[config.mk]
export PLATFORM = sky130hd
export DESIGN_NAME = mp5_addr_map
export DESIGN_NICKNAME = d
export VERILOG_FILES = /design/src/rtl/mp5_addr_map.sv
export SDC_FILE = /design/constraint.sdc
export NUM_CORES = 1
export LEC_CHECK = 0
export ABC_AREA = 1
export CORE_MARGIN = 10
export CORE_UTILIZATION = 40
export CTS_CLUSTER_DIAMETER = 40
export CTS_CLUSTER_SIZE = 12
export DETAILED_ROUTE_END_ITERATION = 16
export GPL_TIMING_DRIVEN = 0
export PLACE_DENSITY = 0.58
export SYNTH_ARGS = -nofsm -noshare
export SYNTH_HDL_FRONTEND = slang
export SYNTH_SLANG_ARGS = --single-unit
[constraint.sdc]
create_clock -name clk -period 8.2 [get_ports clk]
set_input_delay 1.64 -clock clk [delete_from_list [all_inputs] [get_ports clk]]
set_output_delay 1.64 -clock clk [all_outputs]
set_load 0.005 [all_outputs]
[src/rtl/mp5_addr_map.sv]
// Phantom-slot address map: turns a real packet whose phantom reserved a FIFO slot into an insert.
// Optional same-cycle record/lookup forwarding is enabled with `define MP5_ADDR_MAP_BYPASS_EN.
module mp5_addr_map #(
    parameter int unsigned NUM_PIPELINES = 8,
    parameter int unsigned FIFO_SIZE     = 8,
    parameter int unsigned MAP_DEPTH     = 16,
    // Packet layout: [15:0] id, [16] is_phantom, [PKT_W-1:17] payload.
    parameter int unsigned PKT_W         = 32,
    localparam int unsigned FIFO_W       = $clog2(NUM_PIPELINES),
    localparam int unsigned ADDR_W       = $clog2(FIFO_SIZE),
    localparam int unsigned IDX_W        = $clog2(MAP_DEPTH),
    localparam int unsigned OCC_W        = $clog2(MAP_DEPTH) + 1
) (
    input  logic              clk,
    input  logic              rst,
    input  logic              rec_valid,
    input  logic [15:0]       rec_id,
    input  logic [ADDR_W-1:0] rec_addr,
    input  logic [FIFO_W-1:0] rec_fifo_id,
    input  logic              req_valid,
    input  logic [PKT_W-1:0]  req_pkt,
    input  logic [FIFO_W-1:0] req_fifo_id,
    output logic [PKT_W-1:0]  out_pkt,
    output logic              out_push,
    output logic              out_insert,
    output logic [ADDR_W-1:0] out_addr,
    output logic [FIFO_W-1:0] out_fifo_id,
    output logic [OCC_W-1:0]  occupancy,
    output logic              overflow,
    output logic [31:0]       hit_count,
    output logic [31:0]       miss_count
);

    logic [MAP_DEPTH-1:0] ent_valid;
    logic [15:0]          ent_id   [MAP_DEPTH];
    logic [ADDR_W-1:0]    ent_addr [MAP_DEPTH];
    logic [FIFO_W-1:0]    ent_fifo [MAP_DEPTH];

    logic [15:0]          req_id;
    logic                 req_phantom;
    logic                 lookup;
    logic                 bypass_hit;
    logic [MAP_DEPTH-1:0] match_vec;
    logic [MAP_DEPTH-1:0] hit_clear;
    logic [MAP_DEPTH-1:0] dup_vec;
    logic [MAP_DEPTH-1:0] free_vec;
    logic [IDX_W-1:0]     hit_idx;
    logic [IDX_W-1:0]     dup_idx;
    logic [IDX_W-1:0]     free_idx;
    logic                 hit;
    logic                 miss;
    logic                 store;
    logic                 do_dup;
    logic                 do_alloc;
    logic                 drop;
    logic                 wr_en;
    logic [IDX_W-1:0]     wr_idx;
    logic [MAP_DEPTH-1:0] valid_d;
    logic [OCC_W-1:0]     occ_d;

    assign req_id      = req_pkt[15:0];
    assign req_phantom = req_pkt[16];
    assign lookup      = req_valid && !req_phantom;

`ifdef MP5_ADDR_MAP_BYPASS_EN
    assign bypass_hit = rec_valid && lookup && (rec_id == req_id);
`else
    assign bypass_hit = 1'b0;
`endif

    // Lowest-index priority encoders for lookup, duplicate-record and free-slot searches.
    always_comb begin
        match_vec = '0;
        free_vec  = '0;
        hit_idx   = '0;
        free_idx  = '0;
        for (int i = int'(MAP_DEPTH) - 1; i >= 0; i--) begin
            match_vec[i] = ent_valid[i] && (ent_id[i] == req_id);
            free_vec[i]  = !ent_valid[i];
            if (match_vec[i]) begin
                hit_idx = IDX_W'(i);
            end
            if (free_vec[i]) begin
                free_idx = IDX_W'(i);
            end
        end
    end

    assign hit  = lookup && !bypass_hit && (|match_vec);
    assign miss = lookup && !bypass_hit && !(|match_vec);

    // An entry consumed by this cycle's hit is not a duplicate target for a same-cycle record.
    always_comb begin
        hit_clear = '0;
        dup_vec   = '0;
        dup_idx   = '0;
        for (int i = int'(MAP_DEPTH) - 1; i >= 0; i--) begin
            hit_clear[i] = hit && (hit_idx == IDX_W'(i));
            dup_vec[i]   = ent_valid[i] && !hit_clear[i] && (ent_id[i] == rec_id);
            if (dup_vec[i]) begin
                dup_idx = IDX_W'(i);
            end
        end
    end

    assign store    = rec_valid && !bypass_hit;
    assign do_dup   = store && (|dup_vec);
    assign do_alloc = store && !(|dup_vec) && (|free_vec);
    assign drop     = store && !(|dup_vec) && !(|free_vec);
    assign wr_en    = do_dup || do_alloc;
    assign wr_idx   = do_dup ? dup_idx : free_idx;

    always_comb begin
        valid_d = ent_valid & ~hit_clear;
        if (do_alloc) begin
            valid_d[free_idx] = 1'b1;
        end
        occ_d = occupancy + OCC_W'(do_alloc) - OCC_W'(hit);
    end

    always_ff @(posedge clk) begin
        if (rst) begin
            ent_valid   <= '0;
            out_pkt     <= '0;
            out_push    <= 1'b0;
            out_insert  <= 1'b0;
            out_addr    <= '0;
            out_fifo_id <= '0;
            occupancy   <= '0;
            overflow    <= 1'b0;
            hit_count   <= '0;
            miss_count  <= '0;
        end else begin
            ent_valid <= valid_d;
            occupancy <= occ_d;
            if (wr_en) begin
                ent_id[wr_idx]   <= rec_id;
                ent_addr[wr_idx] <= rec_addr;
                ent_fifo[wr_idx] <= rec_fifo_id;
            end
            if (drop) begin
                overflow <= 1'b1;
            end

            out_push   <= 1'b0;
            out_insert <= 1'b0;
            if (req_valid) begin
                out_pkt <= req_pkt;
                if (bypass_hit) begin
                    out_insert  <= 1'b1;
                    out_addr    <= rec_addr;
                    out_fifo_id <= rec_fifo_id;
                end else if (hit) begin
                    out_insert  <= 1'b1;
                    out_addr    <= ent_addr[hit_idx];
                    out_fifo_id <= ent_fifo[hit_idx];
                end else begin
                    out_push    <= 1'b1;
                    out_addr    <= '0;
                    out_fifo_id <= req_fifo_id;
                end
            end

            if ((hit || bypass_hit) && (hit_count != 32'hFFFF_FFFF)) begin
                hit_count <= hit_count + 32'd1;
            end
            if (miss && (miss_count != 32'hFFFF_FFFF)) begin
                miss_count <= miss_count + 32'd1;
            end
        end
    end

endmodule

== Word-level counts from Yosys, hierarchy flattened ==
Memories as Yosys holds them, arrays and structs flattened.
Cells that the tools add are included.
Storage, ports and cells
  bits in registers: 126
  ROM bits: 0
  memories: 3
  logic and storage cells: 247
  input bits: 61
  output and inout bits: 110
  latch bits: 0
  RAM bits: 352
Cells by class
  div/mod/pow operators: 0
  reduce and logical (&&, ||, !) cells: 116
  muxes and demuxes: 59
  add/subtract/negate cells: 4
  multipliers: 0
  shifts and indexed selects: 0
  order comparisons: 2
  bitwise logic cells: 4
  equal/unequal tests: 49
Memory list
  ent_id: words 16, width 16, rd ports 16, clocked after memory_dff 0, write ports 1, RTL line 35  | logic [15:0] ent_id [MAP_DEPTH];
  ent_addr: words 16, width 3, rd ports 1, clocked after memory_dff 0, write ports 1, RTL line 36  | logic [ADDR_W-1:0] ent_addr [MAP_DEPTH];
  ent_fifo: words 16, width 3, rd ports 1, clocked after memory_dff 0, write ports 1, RTL line 37  | logic [FIFO_W-1:0] ent_fifo [MAP_DEPTH];
Operators by type and width (number)
  $eq 16x16->1: 32
  $mux 4: 49
  $logic_and 1x1->1: 74
  $add 32x1->32 const B: 2
  $ne 32x32->1 const B: 2
  $reduce_or 16->1: 3
  $logic_not 1->1: 36
  $eq 4x4->1 const B: 8
  $and 16x16->16: 1
  $eq 4x3->1 const B: 4
  $mux 16: 1
  $not 16->16: 1
  $or 16x16->16: 1
  $eq 4x2->1 const B: 2
  $mux 1: 6
  $mux 3: 2
  $add 5x1->5: 1
  $lt 4x5->1 const B: 1
  $sub 5x1->5: 1
  $demux 1 s4: 1
  $eq 4x1->1 const B: 1
  $ge 4x1->1 const B: 1
  $logic_not 4->1: 1
  $reduce_or 2->1: 1
  other kinds (2): 2

== Logic depth before layout (Yosys ltp) ==
Gate-level depths: netlist of the first run.
An unclocked memory read counts as a cell.
  depth after elaboration: 41
  depth in mapped cells: 47
  depth with buffers taken out: 45

== Worst setup path after synthesis of the first run ==
No wires, ideal clock.
  kind: input-to-reg
  start point: in req_pkt[15]
  end point: mem ent_addr[0][0] (netlist name), enable pin
  required time: 7.799 ns
  cell stages on the path: 33
  path slack: 2.237 ns
  buffers on the path: 3
  data arrival time: 5.562 ns
  cell sequence: buf_4 > inv_2 > buf_6 > buf_2 > a21oi_1 > nand4_1 > nor4_1 > nand3_1 > nand2_1 > nand2_1 > nand2_1 > nand2_1 > nand2_1 > nand2_1 > nand2_1 > nand2_1 > nand2_1 > nand2_2 > nand2_2 > nand2_2 > or2_1 > o21ai_1 > nand3b_2 > nand2_2 > nor2_4 > nand2_4 > nor2_8 > nand2_4 > nor2_8 > nor2_4 > nor2_8 > nand3_2 > nor2_1
On the way
  longest elaborated chain between the ends: 40
Ends and longest elaborated chain
  start: declaration: RTL line 21  | input logic [PKT_W-1:0] req_pkt,
  $eq 16x16->1: RTL line 78  | match_vec[i] = ent_valid[i] && (ent_id[i] == req_id);
  $logic_and 1x1->1: RTL line 78
  $mux 4 (16 in a row): RTL line 80  | if (match_vec[i]) begin
  $eq 4x4->1: RTL line 98  | hit_clear[i] = hit && (hit_idx == IDX_W'(i));
  $logic_and 1x1->1: RTL line 98
  $logic_not 1->1: RTL line 99  | dup_vec[i] = ent_valid[i] && !hit_clear[i] && (ent_id[i] == rec_id);
  $logic_and 1x1->1 (2 in a row): RTL line 99
  $mux 4 (16 in a row): RTL line 100  | if (dup_vec[i]) begin
  $mux 4: RTL line 111  | assign wr_idx = do_dup ? dup_idx : free_idx;
  end: declaration: RTL line 36
Several ways; a longest one is shown, not always the timed one.

== Final worst setup path of the first run ==
  start point: in rec_id[3]
  end point: mem ent_id[10][13], enable pin
On the way
  longest elaborated chain between the ends: 19
Ends and longest elaborated chain
  start: declaration: RTL line 17  | input logic [15:0] rec_id,
  $eq 16x16->1: RTL line 99
  $logic_and 1x1->1: RTL line 99
  $mux 4 (16 in a row): RTL line 100
  $mux 4: RTL line 111
  end: declaration: RTL line 35
Several ways; a longest one is shown, not always the timed one.

==> flow_summary.ini, run 1 <==
[outcome]
run_status = finished, violations left
failed_checks = capacitance limit, slew limit

[detailed_routing]
wire_per_inst_um = 26.28
drc_errors = 0
routed_wl_um = 114800
dr.first_iter.drc_count = 3230
drt_first_pass_iters = 6
vias_per_cell = 5.661
drt.antenna.violating_nets = 0
routed-via-count = 24740

[finish]
layout_overhead_on_the_synthesized_area_pct = 22.75
post_route_cells_drive_above_1_share = 0.09244
num-nets-final = 3499
finalNonFillerCells = 4370

[critical_path]
worst_path_most_repeated_cell = sky130_fd_sc_hd__nand2_1
worst_path_cell_trace = clkdlybuf4s50_1, clkbuf_1, buf_1, xnor2_1, nand2_1, nor4_1, nand2_1, nand2_1, nor2_4, nand2_4, o21ai_1, nor2_1, nand2_1, nand2_1, nand3_1, nor2_4
endpoint_kind = flip-flop
worst_ep_arrival_time_ns = 8.39
critical_path_peak_fanout = 22
critical_path.slowest_cell = sky130_fd_sc_hd__clkdlybuf4s50_1
worst_path_dominant_cell_family = simple AND/OR/NAND/NOR gates
worst-path-stages = 16
cp_data_required_time_ns = 8.46
critical_path_class = primary input to flip-flop
crit_path_max_incr_delay_ns = 1.29
critical_path.startpoint_type = primary input
timing.critical_path.buf_inv = 3
worstRegToRegCells = 30

[hold_path]
min-delay-path-class = flip-flop to flip-flop
hold_path_cell_cnt = 1

[synth]
synth_xor_area_frac = 0.08149
avgSynthCellArea_um2 = 8.411
post_syn_instances = 3169
post_synthesis_register_bit_count = 478
syn-cell-area_um2 = 26660
compound_cell_area_share_of_the_yosys_netlist = 0.07393
yosysSeqAreaShare = 0.4912
simple_gate_portion_of_the_synthesized_area = 0.2694
synth_area_in_adders = 0.004037
post_synthesis_mux_area_share = 0
share_of_synthesized_flip_flops_with_an_asynchronous_set_or_reset = 0
post_synthesis_cell_type_count = 56
synth_top_family_by_area = simple AND/OR/NAND/NOR gates
postSynthNetCount = 3238
ys.flop_type = sky130_fd_sc_hd__edfxtp_1
synth_edf_count = 352
ys_warn_count = 0

[pwr]
seqPwrFrac = 0.376
internal-power_mw = 5.118
vdd.ir_drop.worst_v = 0.0001930
totalPowerFinal_mw = 7.036
leakage_nw = 12.51
power.clock.fraction = 0.540
power.switching_mw = 1.919
power.switching_fraction = 0.2727
power.combinational.fraction = 0.084
p_per_area_nw_per_um2 = 215.0

[sta]
finalSetupViolCount = 0
worst_skew_ns = 0.04223
final_period_minus_worst_setup_slack_ns = 8.131
hold_viol = 0
maxClockFrequency_mhz = 123.0
finalCritPeriodShare = 0.9916
grt_setup_unrepaired = false
timing_max_transition_violations_final = 21
slew_headroom = -0.03297
max_slew.worst_pin.slew_ns = 1.549

[clocking]
clock-sinks = 478
h-tree-depth = 3
cts_root_buffer = sky130_fd_sc_hd__clkbuf_16
cts_max_path_buffers = 3
cts_inserted_buffers = 88
tritoncts_clock_tree = done
clk_transition_reported_paths_ns = 0.05
postCtsSetupRepairBufs = 0
worst_skew_pair.late_latency_ns = 0.67

[grt]
grt_first_pass_wirelength_um = 162800
first_global_vias = 23370
grt.total_usage = 0.2869
grt_start_max_net_pins = 23
grt_overflow_total = 0
antenna_found_initial = 5

[die]
die-height_um = 278.1
initial_core_util = 0.4047
fp.dieArea_um2 = 77360
number_of_standard_cell_rows_in_the_floorplan = 94
floorplan.core_area_um2 = 65860
io-pin-count = 171
dieWidth_um = 278.1

[place]
post-place-cells = 4204
detailedPlacementHpwl_um = 81280
count_of_buffers_inserted_at_the_top_level_ports = 162
gp_congestion = 1.003

[run]
cap_violations = 4
-- routing by layer --
metal	GRT usage	up-vias	routed length, um	part of all wire
met4	0.1535	0	6571	0.057
met1	0.3694	11730	46280	0.40
met5	0	-	0	0
li1	-	11240	-	-
met2	0.4456	1434	50550	0.44
met3	0.06168	327	11410	0.099
-- path summary, 6_finish.rpt --
path,startpoint,end,slack (ns)
worst max-delay path,rec_id[3],ent_id[10][13],0.07
worst min-delay path,overflow,overflow,0.46
worst max register to register,ent_id[15][14],occupancy[4],1.92
worst min register to register,overflow,overflow,0.46
-- logic make-up after synthesis --
| kind of cell | count (synthesis) |
|---|---|
| compound gates | 332 |
| xor+xnor | 248 |
| flops | 478 |
| buf+inv | 521 |
| simple gates | 1582 |
| fa+ha+maj | 8 |
-- sequential cells by signal, summed over array words and instances (netlist names), 3 cells and up --
signal and cells:
ent_fifo 48, occupancy 5, ent_id 256, out_addr 3, miss_count 32, out_pkt 32, out_fifo_id 3, ent_addr 48
hit_count 32, ent_valid 16
-- cells in the mapped netlist, types with 7 or more instances --
master                      instances  area (um^2)
sky130_fd_sc_hd__o2111ai_1         30        262.8
sky130_fd_sc_hd__clkbuf_1          59        221.5
sky130_fd_sc_hd__o21ai_0          113        565.5
sky130_fd_sc_hd__a21oi_1          103        515.5
sky130_fd_sc_hd__ha_1               7        87.58
sky130_fd_sc_hd__nand2_1          652         2447
sky130_fd_sc_hd__nand4_1          142        888.4
sky130_fd_sc_hd__buf_6             14        157.7
sky130_fd_sc_hd__nor2_1           364         1366
sky130_fd_sc_hd__o221ai_1           7        61.31
sky130_fd_sc_hd__inv_2             17        63.81
sky130_fd_sc_hd__o22ai_1           17        106.4
sky130_fd_sc_hd__nand2_2           10        62.56
sky130_fd_sc_hd__xnor2_1          142         1244
sky130_fd_sc_hd__edfxtp_1         352        10570
sky130_fd_sc_hd__buf_1              7        26.28
sky130_fd_sc_hd__buf_2             15        75.07
sky130_fd_sc_hd__nor4_1            63        394.1
sky130_fd_sc_hd__nor3b_1            9        67.56
sky130_fd_sc_hd__a211oi_1           8        60.06
sky130_fd_sc_hd__buf_4             14        105.1
sky130_fd_sc_hd__o21ai_1           10        50.05
sky130_fd_sc_hd__nand3_1          155        775.7
sky130_fd_sc_hd__nor3_1           107        535.5
sky130_fd_sc_hd__xor2_1           106        928.4
sky130_fd_sc_hd__or2_1              7        43.79
sky130_fd_sc_hd__dfxtp_1          126         2522
sky130_fd_sc_hd__a2111oi_0          7        61.31
sky130_fd_sc_hd__or2_2             34        212.7
sky130_fd_sc_hd__inv_1            391         1468
-- worst reg2reg max path, delay by kind of cell (launching register included) --
kind                       cells  cell delay, ns
DFF                            1            0.43
xor gates and xnor gates       1            0.30
AOI/OAI and AO/OA              8            2.04
buffers and inverters          5            0.46
adders and majority gates      3            0.82
and+or+nand+nor               13            2.13
-- layout make-up --
cell class,instances,area [um^2]
sequential,478,13090
fill,6378,33140
clock buffer,90,2220
buffer,109,593.1
inverter,412,1546
tap,864,1081
antenna,1,2.502
timing repair buffer,171,1762
multi-input combinational,2170,11510
clock inverter,75,912.1
-- per-stage QoR --
| step | util | area, um^2 | setup TNS (ns) | worst slack (ns) | hold WS (ns) |
|---|---|---|---|---|---|
| 2_1_floorplan | - | 26660 | 0 | 2.237 | 0.4618 |
| 3_3_place_gp | 0.4457 | 29360 | -652.05 | -2.093 | 0.4507 |
| 3_5_place_dp | 0.4490 | 29570 | -226.09 | -0.8506 | 0.4528 |
| 4_1_cts | 0.4965 | 32700 | 0 | 0.08025 | 0.4649 |
| 5_1_grt | 0.4968 | 32720 | 0 | 0.03490 | 0.4931 |
| 6_report | 0.4968 | 32720 | 0 | 0.06919 | 0.4618 |
-- power by group through the flow --
stage | sequential, mW | combinational (mW) | clock, mW
2_1_floorplan | 2.69 | 0.276 | 0
6_report | 2.64 | 0.593 | 3.80
5_1_grt | 2.65 | 0.616 | 3.96
3_5_place_dp | 2.69 | 0.574 | 0
4_1_cts | 2.64 | 0.576 | 3.84
3_3_place_gp | 2.69 | 0.574 | 0
-- layout by cell type, fill, tap and decap left out, types with 106 or more instances in the layout --
master and instances:
sky130_fd_sc_hd__clkdlybuf4s50_1 155, sky130_fd_sc_hd__dfxtp_1 126, sky130_fd_sc_hd__edfxtp_1 352, sky130_fd_sc_hd__inv_1 391, sky130_fd_sc_hd__nand2_1 652, sky130_fd_sc_hd__nand3_1 155, sky130_fd_sc_hd__nand4_1 142, sky130_fd_sc_hd__nor2_1 348
sky130_fd_sc_hd__nor3_1 107, sky130_fd_sc_hd__o21ai_0 113, sky130_fd_sc_hd__xnor2_1 142, sky130_fd_sc_hd__xor2_1 106
-- timing repair --
| action | CTS | global route |
|---|---|---|
| hold buffers | 0 | 0 |
| endpoints found under the setup margin | 149 | 127 |
| endpoints found under the hold margin | 0 | 0 |
| resized for setup | 1 | 6 |
No activity file was read; power rests on OpenSTA's default activity.
==> run 2, diff against run 1 <==
CTS_CLUSTER_SIZE = not set   (was 12)
==> run 2 against run 1 <==
Effect of this change: global-route usage about the same; cell area about the same; maximum frequency increased by 1.6%; sequential cell count unchanged; the flow still finishes with violations (capacitance limit, slew limit); wire length increased by 0.16%; critical path depth unchanged; clock-buffer cell count decreased by 1; utilization about the same.
==> flow_summary.ini, run 2 (same netlist as run 1, synthesis figures left out) <==
[critical_path]
critical_path.startpoint_type = primary input
endpoint_kind = flip-flop
r2r-end = occupancy[4]
worstRegToRegCells = 31
critical_path_peak_fanout = 22
critical_path_class = primary input to flip-flop
endpoint = ent_id[10][14]
cp_data_required_time_ns = 8.45
worst_ep_arrival_time_ns = 8.26
reg2reg_slack_ns = 1.90
r2r_start = ent_valid[15]
crit_path_start = rec_id[3]

[finish]
most_common_cell_after_layout_fill_and_taps_aside = sky130_fd_sc_hd__nand2_1
final_cell_mix = 652 x sky130_fd_sc_hd__nand2_1, 391 x sky130_fd_sc_hd__inv_1, 352 x sky130_fd_sc_hd__edfxtp_1
num-nets-final = 3498
layout_top_registers = ent_id x256, ent_addr x48, ent_fifo x48
num-fill-cells = 6375
registers.top_by_ff_count = ent_id
finish.instance_area_um2 = 32730
post_route_cells_drive_above_1_share = 0.09192
fin_util = 0.4969
layout_overhead_on_the_synthesized_area_pct = 22.79
largest_register_ff_count = 256
finalNonFillerCells = 4370

[detailed_routing]
vias_per_cell = 5.654
drt_first_pass_iters = 6
routed_wl_um = 115000
dr.first_iter.drc_count = 3166
drc_errors = 0
wire_per_inst_um = 26.32
drt.antenna.violating_nets = 0
routed-via-count = 24710

[pwr]
internal-power_mw = 5.121
power.switching_mw = 1.915
power.switching_fraction = 0.2722
power.clock.fraction = 0.540
vdd.ir_drop.worst_v = 0.0001594
totalPowerFinal_mw = 7.036
seqPwrFrac = 0.376
power.combinational.fraction = 0.084
leakage_nw = 12.50
p_per_area_nw_per_um2 = 215.0

[clocking]
worst_skew_pair.late_latency_ns = 0.67
cts_max_path_buffers = 3
h-tree-depth = 3
clk_transition_reported_paths_ns = 0.06
postCtsSetupRepairBufs = 0
cts_inserted_buffers = 87
tritoncts_clock_tree = done
hold_buffers = 0
clock-sinks = 478
cts_root_buffer = sky130_fd_sc_hd__clkbuf_16

[sta]
finalSetupViolCount = 0
worst_skew_ns = 0.04794
setup-tns-final_ns = 0
fin_hold_ws_ns = 0.4624
final_period_minus_worst_setup_slack_ns = 8.004
finalCritPeriodShare = 0.9761
grt_setup_unrepaired = false
slew_headroom = -0.01099
timing_max_transition_violations_final = 22
final_critical_path_setup_slack_ns = 0.1957
hold_viol = 0
maxClockFrequency_mhz = 124.9
max_slew.worst_pin.slew_ns = 1.516

[place]
post-place-cells = 4204
detailedPlacementHpwl_um = 81280
detailed_place.area_um2 = 29570
gp_congestion = 1.003
pre_cts_ws_ns = -0.8506
count_of_buffers_inserted_at_the_top_level_ports = 162

[grt]
first_global_vias = 23410
grt.total_usage = 0.2871
antenna_found_initial = 6
grt_overflow_total = 0
grt_first_pass_wirelength_um = 162900
grt_start_max_net_pins = 23

[die]
dieWidth_um = 278.1
floorplan.core_area_um2 = 65860
die-height_um = 278.1
number_of_standard_cell_rows_in_the_floorplan = 94
fp.dieArea_um2 = 77360
initial_core_util = 0.4047
io-pin-count = 171

[outcome]
run_status = finished, violations left
failed_checks = capacitance limit, slew limit

[hold_path]
min-delay-path-class = flip-flop to flip-flop

[run]
cap_violations = 2
run 2: what timing repair did:
action                     CTS  global route
setup endpoints to repair  149           137
hold endpoints to repair     0             0
resized for setup            1             6
run 2: worst max-delay path, cell delays in order:
cell and delay [ns]:
sky130_fd_sc_hd__clkdlybuf4s50_1 1.29, sky130_fd_sc_hd__clkbuf_1 0.77, sky130_fd_sc_hd__buf_1 0.93, sky130_fd_sc_hd__xnor2_1 0.20, sky130_fd_sc_hd__nand2_1 0.09, sky130_fd_sc_hd__nor4_1 1.12, sky130_fd_sc_hd__nand2_1 0.24, sky130_fd_sc_hd__nand2_1 0.21
sky130_fd_sc_hd__nor2_4 0.07, sky130_fd_sc_hd__nand2_4 0.10, sky130_fd_sc_hd__o21ai_1 0.13, sky130_fd_sc_hd__nor2_1 0.11, sky130_fd_sc_hd__nand2_1 0.05, sky130_fd_sc_hd__nand2_1 0.11, sky130_fd_sc_hd__nand3_1 0.33, sky130_fd_sc_hd__nor2_4 0.81
run 2: worst min path at each step:
| stage | end | startpoint | slack [ns] | cells past startpoint |
|---|---|---|---|---|
| final | overflow | overflow | 0.46 | 1 |
| after floorplan | out_addr[2] | out_addr[2] | 0.46 | 2 |
| after global placement | overflow | overflow | 0.45 | 1 |
| after global routing | overflow | overflow | 0.49 | 1 |
| after CTS | overflow | overflow | 0.46 | 1 |
| after detailed placement | overflow | overflow | 0.45 | 1 |
run 2: layer usage:
layer	GRT usage	wire (um)	up-vias
li1	-	-	11250
met5	0	0	-
met4	0.1543	6610	0
met1	0.3702	46220	11630
met2	0.4452	50450	1493
met3	0.06151	11720	339
run 2: area by class of cell:
type	count	area, um^2	area share
repair buffers	171	1762	0.05382
diodes	3	7.507	0.0002294
well taps	864	1081	0.03303
clock buffers	89	2185	0.06675
plain buffers	109	593.1	0.01812
clock inverters	74	952.2	0.02909
inverters	412	1546	0.04725
multi-input cells	2170	11510	0.3517
flip-flops and latches	478	13090	0.4000
run 2: power by group through the flow:
stage | Sequential, mW | Clock, mW | Combinational (mW)
3_5_place_dp | 2.69 | 0 | 0.574
4_1_cts | 2.64 | 3.83 | 0.576
6_report | 2.64 | 3.80 | 0.592
2_1_floorplan | 2.69 | 0 | 0.276
3_3_place_gp | 2.69 | 0 | 0.574
5_1_grt | 2.65 | 3.95 | 0.617
